<file path="config.mk">
export PLATFORM = sky130hd
export DESIGN_NAME = ram_stream_reader
export DESIGN_NICKNAME = d
export VERILOG_FILES = /design/src/rtl/ram_stream_reader.sv
export SDC_FILE = /design/constraint.sdc
export NUM_CORES = 1
export LEC_CHECK = 0
export CAP_MARGIN = 20
export CORE_MARGIN = 8
export CORE_UTILIZATION = 56
export CTS_CLUSTER_DIAMETER = 120
export CTS_CLUSTER_SIZE = 25
export DETAILED_ROUTE_END_ITERATION = 10
export GPL_TIMING_DRIVEN = 0
export HOLD_SLACK_MARGIN = 0.1
export PLACE_DENSITY = 0.95
export RECOVER_POWER = 50
export SYNTH_ARGS = -nofsm -noshare
export SYNTH_HDL_FRONTEND = slang
export SYNTH_SLANG_ARGS = --single-unit
</file>
<file path="constraint.sdc">
create_clock -name clk -period 15.8 [get_ports clk]
set_input_delay 4.74 -clock clk [delete_from_list [all_inputs] [get_ports clk]]
set_output_delay 4.74 -clock clk [all_outputs]
set_load 0.02 [all_outputs]
</file>
<file path="src/rtl/ram_stream_reader.sv">
// ram_stream_reader: burst reader from RAM port B into a 2-entry skid FIFO feeding a valid/ready stream
module ram_stream_reader #(
  parameter int WIDTH     = 4,
  parameter int ADDRWIDTH = 8
) (
  input  logic                 clk,
  input  logic                 rst_n,
  input  logic                 start,
  input  logic [ADDRWIDTH-1:0] base_addr,
  input  logic [ADDRWIDTH:0]   length,
  output logic                 busy,
  output logic                 done,
  output logic                 ram_enb,
  output logic [ADDRWIDTH-1:0] ram_addrb,
  input  logic [WIDTH-1:0]     ram_dob,
  output logic [WIDTH-1:0]     m_data,
  output logic                 m_valid,
  input  logic                 m_ready
);
  localparam logic [1:0] IDLE  = 2'd0;
  localparam logic [1:0] READ  = 2'd1;
  localparam logic [1:0] DRAIN = 2'd2;
  localparam logic [1:0] DONE  = 2'd3;
  logic [1:0]           state;
  logic [ADDRWIDTH-1:0] addr;
  logic [ADDRWIDTH-1:0] last_addr;
  logic [ADDRWIDTH:0]   remaining;
  logic                 inflight;
  logic [1:0]           count;
  logic [1:0]           cnt_nxt;
  logic [2:0]           occ;
  logic                 rd_ptr;
  logic                 wr_ptr;
  logic [WIDTH-1:0]     mem [2];
  logic                 push;
  logic                 pop;
  assign push      = inflight;
  assign pop       = m_valid & m_ready;
  assign cnt_nxt   = count + {1'b0, push} - {1'b0, pop};
  assign occ       = {1'b0, count} + {2'b0, inflight} - {2'b0, pop};
  assign ram_enb   = (state == READ) && (occ < 3'd2);
  assign ram_addrb = ram_enb ? addr : last_addr;
  assign m_valid   = count != 2'd0;
  assign m_data    = mem[rd_ptr];
  assign busy      = state != IDLE;
  assign done      = state == DONE;
  // Burst control: latch the request, issue reads, then wait for the FIFO and RAM pipe to empty
  always_ff @(posedge clk or negedge rst_n) begin
    if (!rst_n) begin
      state     <= IDLE;
      addr      <= '0;
      last_addr <= '0;
      remaining <= '0;
    end else begin
      if (ram_enb) last_addr <= addr;
      case (state)
        IDLE: if (start) begin
          addr      <= base_addr;
          remaining <= length;
          state     <= (length == '0) ? DONE : READ;
        end
        READ: if (ram_enb) begin
          addr      <= addr + 1'b1;
          remaining <= remaining - 1'b1;
          if (remaining == (ADDRWIDTH+1)'(1)) state <= DRAIN;
        end
        DRAIN: if (cnt_nxt == 2'd0 && !inflight) state <= DONE;
        default: state <= IDLE;
      endcase
    end
  end
  // Skid FIFO: capture the RAM word one cycle after issue, release on downstream handshake
  always_ff @(posedge clk or negedge rst_n) begin
    if (!rst_n) begin
      inflight <= 1'b0;
      count    <= 2'd0;
      rd_ptr   <= 1'b0;
      wr_ptr   <= 1'b0;
      mem[0]   <= '0;
      mem[1]   <= '0;
    end else begin
      inflight <= ram_enb;
      count    <= cnt_nxt;
      if (push) begin
        mem[wr_ptr] <= ram_dob;
        wr_ptr      <= ~wr_ptr;
      end
      if (pop) rd_ptr <= ~rd_ptr;
    end
  end
  // Read issue is throttled so a returning word always has a free slot
  no_overflow: assert property (@(posedge clk) disable iff (!rst_n) !(push && count == 2'd2));
endmodule

</file>
==> results.yml, run 1 <==
outcome:
  status: "complete, but fails checks"
  violations: "max-capacitance violations, max-slew violations"
cells_and_area:
  insertedDiodeCount: 0
  nNetsFinal: 289
  n_fill_cell: 278
  syn_to_final_growth_pct: 26.1
  drive_gt1_share_pct: 14.5
sta:
  hold_viol_final: 0
  max_freq_ghz: 0.0786
  slew_headroom_pct: -41.4
  worst_pin_slew_ns: 2.12
  fin_setup_tns_ns: 0
  fin_ws_ns: 3.08
  clock_skew_ns: 0.00355
  post-route-min-period_ns: 12.72
  drv_slew: 41
  rsz0062_at_grt: "false"
  fin_crit_sh_pct: 80.5
  setup_viol: 0
synth:
  synthArstFlopShare_pct: 100
  yosysWarningCount: 0
  yosysTopAreaCell: "dfrtp_1"
  synth-edff-count: 0
  synth_cell_types: 43
  synthCells: 207
  syn-num-nets: 242
  synthTopCellsByCount: "dfrtp_1, mux2_2, o21ai_0, a21oi_1, nor2_1"
  yosysTopAreaCellShare_pct: 46.6
  seq_area_frac_synth_pct: 46.6
  ys_ff_latch: 40
  synth.area.top_cells: "dfrtp_1, mux2_2, ha_1"
  avgSynthCellArea_um2: 10.4
  syn_area_mm2: 0.00215
  synth_flop_cell: "dfrtp_1"
  synth.most_common_cell: "dfrtp_1"
worst_setup_path:
  crit_path_cell_trace: "clkdlybuf4s50_1 -> and2_0 -> ha_1 -> inv_1 -> ha_1 -> fa_1 -> nor3_2 -> mux2_2 -> clkdlybuf4s50_1"
  critPathMaxFanout: 10
  crit_family: "adder cells"
  cp.required_ns: 11.06
  start_kind: "input port"
  cp_num_buf_inv: 3
  worstSetupPathType: "in -> out"
  slowest_delay_ns: 0.64
  end_kind: "output pin"
  arrival_ns: 7.98
  crit_slowest_cell: "nor3_2"
floorplan:
  fp.dieW_um: 78.0
  core_area_mm2: 0.00369
  dieArea_mm2: 0.00608
  io_pins: 41
  die_y_um: 78.0
  start_util_pct: 58.3
  rows: 22
grt:
  gr-usage-met2_pct: 27.7
  antenna_found_initial: 0
  use_met3_pct: 4.49
  busiest_layer: "met2"
  grt_pass1_wl_um: 8480
  grt_max_degree: 41
  globalRoute.totalOverflow: 0
  met1_usage_pct: 20.8
  grt_pass1_vias: 1912
  track_usage_pct: 16.9
clock_tree:
  htreeDepth: 2
  cts_resized: 0
  numClockSinks: 40
  clk-insertion-delay-late_ns: 0.29
  cts_setup_buffers: 0
  root_buffer: "clkbuf_8"
  path_clk_slew_ns: 0.08
  cts_max_path_buffers: 2
  cts_tree: "done"
  numCtsBuffers: 5
  hold_buffers: 0
placement:
  dp_slack_ns: 3.11
  dpl.hpwl_um: 3610
  port_buffers: 40
  place_congestion: 0.864
route:
  firstDrtPassIters: 4
  viasPerCell: 5.96
  wl_per_cell_um: 16.5
  num_vias: 1807
  ant_nets: 0
  totalWireLength_um: 5000
  drt_iter0_drc: 98
  route.detailed.drc: 0
run:
  maxCapViolCount: 1
power:
  power.leakage_nw: 1.12
  p_per_area_mw_per_mm2: 228
  power_w: 0.000617
  ir_drop_mv: 0.133
min_path:
  worstHoldPathType: "reg -> reg"
cell usage in the layout (no fill, tap or decap), drive strengths merged, types with 2 or more instances in the layout:
cell type | Yosys | routed
nand2b | 4 | 4
mux2 | 21 | 21
mux2i | 3 | 3
buf | 5 | 5
nor2b | 2 | 2
nand2 | 11 | 11
dlygate4sd3 | 0 | 4
o22a | 3 | 3
nor3 | 7 | 7
xor2 | 2 | 2
nor2 | 12 | 12
a21oi | 15 | 15
nand4 | 4 | 4
o21ai | 17 | 17
clkbuf | 3 | 10
a22oi | 3 | 3
a31oi | 3 | 3
o22ai | 3 | 3
o41a | 2 | 2
dfrtp | 40 | 40
nand3 | 6 | 6
or3 | 2 | 2
or4b | 2 | 2
clkdlybuf4s50 | 0 | 35
o31ai | 2 | 2
ha | 9 | 9
o21a | 3 | 3
inv | 10 | 10
metrics by stage:
stage	std cells	cell area, um^2	hold slack, ns	util, %
2_1_floorplan	207	2150	0.463	-
3_3_place_gp	295	2610	0.476	70.8
3_5_place_dp	295	2610	0.489	70.6
4_1_cts	303	2710	0.506	73.5
5_1_grt	303	2710	0.519	73.5
6_report	303	2710	0.500	73.5
flip-flops by register name, summed over array words and instances (netlist names):
name       cells
addr           8
count          2
inflight       1
last_addr      8
mem            8
rd_ptr         1
remaining      9
state          2
wr_ptr         1
area by class of cell:
| class | instances | area (um^2) | area share (%) |
|---|---|---|---|
| buffer | 8 | 35.0 | 1.29 |
| clock buffer | 6 | 72.6 | 2.68 |
| clock inverter | 2 | 35.0 | 1.29 |
| inverter | 10 | 37.5 | 1.38 |
| multi-input combinational | 149 | 1080 | 39.7 |
| sequential | 40 | 1000 | 36.9 |
| tap | 48 | 60.1 | 2.22 |
| timing repair buffer | 40 | 394 | 14.5 |
power breakdown:
part / switching (W) / total, W / internal (W)
registers: 0.0000431 / 0.000198 / 0.000155
clock network: 0.0000357 / 0.0000826 / 0.0000469
logic: 0.000180 / 0.000337 / 0.000157
total: 0.000259 / 0.000617 / 0.000358
worst paths after layout:
| path | to | cells after the start | slack, ns | startpoint |
|---|---|---|---|---|
| max in group asynchronous | remaining[7] | 1 | 9.53 | rst_n |
| max reg2reg | addr[2] | 11 | 12.65 | count[1] |
| min reg2reg | last_addr[7] | 1 | 0.50 | last_addr[7] |
| min | last_addr[7] | 1 | 0.50 | last_addr[7] |
| max | ram_addrb[3] | 9 | 3.08 | m_ready |
| min in group asynchronous | rd_ptr | 1 | 5.05 | rst_n |
worst reg2reg max path, cell delays in order, from the launching register on:
cell	delay, ns
dfrtp_1	0.40
inv_1	0.10
nand2_1	0.07
and2_0	0.19
ha_1	0.28
inv_1	0.04
ha_1	0.18
fa_1	0.57
o41ai_2	0.64
buf_2	0.35
o22ai_1	0.14
a21oi_1	0.13
routing by layer:
layer	part of all wire (%)	vias up
met3	5.7	8
met1	43	894
met4	1.2	0
met5	0	-
li1	-	846
met2	50	59
cells by family after synthesis:
| group | count (synthesis) | synth area share (%) |
|---|---|---|
| AND/OR/NAND/NOR | 56 | 13.7 |
| adder cells (fa/ha/maj) | 10 | 6.17 |
| flip-flops | 40 | 46.6 |
| multiplexers | 24 | 12.4 |
| buffers and inverters | 18 | 3.38 |
| AO/OA/AOI/OAI | 56 | 16.6 |
| XOR/XNOR | 3 | 1.22 |
No activity file was read; power rests on OpenSTA's default activity.
==> inputs of run 2 (changes only) <==
--- a/config.mk
+++ b/config.mk
@@ -7,13 +7,13 @@
 export LEC_CHECK = 0
 export CAP_MARGIN = 20
 export CORE_MARGIN = 8
-export CORE_UTILIZATION = 56
+export CORE_UTILIZATION = 47
 export CTS_CLUSTER_DIAMETER = 120
 export CTS_CLUSTER_SIZE = 25
 export DETAILED_ROUTE_END_ITERATION = 10
 export GPL_TIMING_DRIVEN = 0
 export HOLD_SLACK_MARGIN = 0.1
-export PLACE_DENSITY = 0.95
+export PLACE_DENSITY = 0.88
 export RECOVER_POWER = 50
 export SYNTH_ARGS = -nofsm -noshare
 export SYNTH_HDL_FRONTEND = slang
==> constraint.sdc (replaced) <==
create_clock -name clk -period 11.2 [get_ports clk]
set_input_delay 3.36 -clock clk [delete_from_list [all_inputs] [get_ports clk]]
set_output_delay 3.36 -clock clk [all_outputs]
set_load 0.02 [all_outputs]
==> run 2 against run 1 <==
The run still ends with max-capacitance violations, max-slew violations left. Global-route usage down 2.5 points. Die area rose by 15%. Register-to-register slack worse by 4.6 ns. Critical path depth stayed put. Cell count is 1.3% higher. Combinational power grew 39%. Cell area is 0.69% higher. Highest routed layer unchanged.
==> results.yml, run 2 (synthesis results as in run 1) <==
grt:
  grt_max_degree: 41
  grt_pass1_vias: 1810
  globalRoute.totalOverflow: 0
  antenna_found_initial: 0
  track_usage_pct: 14.4
  grt_pass1_wl_um: 8470
worst_setup_path:
  r2r-end: "addr[2]"
  end_kind: "output pin"
  arrival_ns: 6.63
  rrSetupSlack_ns: 8.07
  regToRegStartpoint: "count[1]"
  critPathMaxFanout: 10
  cp.required_ns: 7.84
  worstSetupPathType: "in -> out"
  start_kind: "input port"
  reg2reg_depth: 11
  crit_path_cell_trace: "clkdlybuf4s50_1 -> and2_1 -> ha_1 -> inv_1 -> ha_1 -> fa_1 -> nor3_2 -> mux2_2 -> clkdlybuf4s50_1"
  crit_slowest_cell: "nor3_2"
  slowest_delay_ns: 0.67
cells_and_area:
  largest-register: "remaining"
  layout_common_cells: "dfrtp_1, clkdlybuf4s50_1, mux2_2"
  drive_gt1_share_pct: 14.9
  insertedDiodeCount: 0
  nNetsFinal: 289
  syn_to_final_growth_pct: 27.0
  largest_reg_flops: 9
  final_common_cell: "dfrtp_1"
  n_fill_cell: 383
power:
  ir_drop_mv: 0.145
  power_w: 0.000873
  p_per_area_mw_per_mm2: 320
  power.leakage_nw: 1.12
min_path:
  hold_end: "wr_ptr"
  whs_path_depth: 1
  worstHoldPathType: "reg -> reg"
  worstHoldStart: "wr_ptr"
floorplan:
  fp.dieW_um: 83.6
  rows: 24
  io_pins: 41
  die_y_um: 83.6
  start_util_pct: 49.0
  core_area_mm2: 0.00438
  dieArea_mm2: 0.00699
sta:
  setup_viol: 0
  slew_headroom_pct: -43.3
  drv_slew: 41
  worst_pin_slew_ns: 2.15
  fin_setup_tns_ns: 0
  post-route-min-period_ns: 9.99
  fin_crit_sh_pct: 89.2
  max_freq_ghz: 0.100
  clock_skew_ns: 0.00894
  rsz0062_at_grt: "false"
  hold_viol_final: 0
clock_tree:
  numClockSinks: 40
  hold_buffers: 0
  root_buffer: "clkbuf_8"
  htreeDepth: 2
  cts_max_path_buffers: 2
  cts_tree: "done"
  numCtsBuffers: 5
  clk-insertion-delay-late_ns: 0.30
  path_clk_slew_ns: 0.07
  cts_setup_buffers: 0
  cts_resized: 0
route:
  num_vias: 1794
  firstDrtPassIters: 4
  totalWireLength_um: 4970
  wl_per_cell_um: 16.2
  route.detailed.drc: 0
  viasPerCell: 5.84
  ant_nets: 0
  drt_iter0_drc: 68
placement:
  port_buffers: 40
  dpl.hpwl_um: 3580
  place_congestion: 0.877
outcome:
  status: "complete, but fails checks"
  violations: "max-capacitance violations, max-slew violations"
run:
  maxCapViolCount: 1
run 2: cell types whose count changed in the layout (fill, tap and decap cells not counted):
cell / before / now
and2_0: 1 / 0
clkinv_2: 1 / 0
and2_1: 0 / 1
clkbuf_8: 5 / 6
clkinv_4: 0 / 1
clkbuf_1: 5 / 4
run 2: report_power, final:
group          internal, W  switching [W]
Clock            0.0000728      0.0000511
Combinational     0.000220       0.000248
Sequential        0.000218      0.0000620
Total             0.000511       0.000361
run 2: layer usage:
| metal | global-route usage [%] | part of all wire (%) | vias up | wire, um |
|---|---|---|---|---|
| li1 | - | - | 846 | - |
| met2 | 22.5 | 50 | 66 | 2460 |
| met5 | 0 | 0 | - | 0 |
| met1 | 17.5 | 43 | 876 | 2130 |
| met3 | 4.20 | 6.8 | 6 | 337 |
| met4 | 7.54 | 0.91 | 0 | 45 |
run 2: worst max path at each step:
stage | slack (ns) | end | cells after the start | startpoint
4_1_cts | 1.18 | ram_addrb[3] | 9 | m_ready
2_1_floorplan | 2.19 | ram_addrb[0] | 7 | m_ready
6_report | 1.21 | ram_addrb[3] | 9 | m_ready
3_3_place_gp | 1.27 | ram_addrb[5] | 9 | m_ready
3_5_place_dp | 1.23 | ram_addrb[7] | 9 | m_ready
5_1_grt | 1.05 | ram_addrb[3] | 9 | m_ready
run 2: layout make-up:
class / count / area, um^2 / share of cell area, %
Inverter: 10 / 37.5 / 1.37
Clock inverter: 2 / 38.8 / 1.42
Clock buffer: 6 / 82.6 / 3.02
Sequential cell: 40 / 1000 / 36.7
Buffer: 8 / 35.0 / 1.28
Timing Repair Buffer: 40 / 394 / 14.4
Multi-Input combinational cell: 149 / 1080 / 39.4
Tap cell: 52 / 65.1 / 2.38
run 2: worst max-delay path, delay by kind of cell:
family / cells / cell delay [ns]
mux: 1 / 0.43
fa+ha+maj: 3 / 1.02
buf+inv: 3 / 0.97
simple gates: 2 / 0.83
run 2: through the flow:
step,worst slack [ns],util [%],hold slack [ns],cell area [um^2],instances
3_5_place_dp,1.23,59.5,0.485,2610,299
3_3_place_gp,1.27,59.6,0.476,2620,299
6_report,1.21,62.3,0.496,2730,307
2_1_floorplan,2.19,-,0.463,2150,207
5_1_grt,1.05,62.3,0.512,2730,307
4_1_cts,1.18,62.3,0.502,2730,307
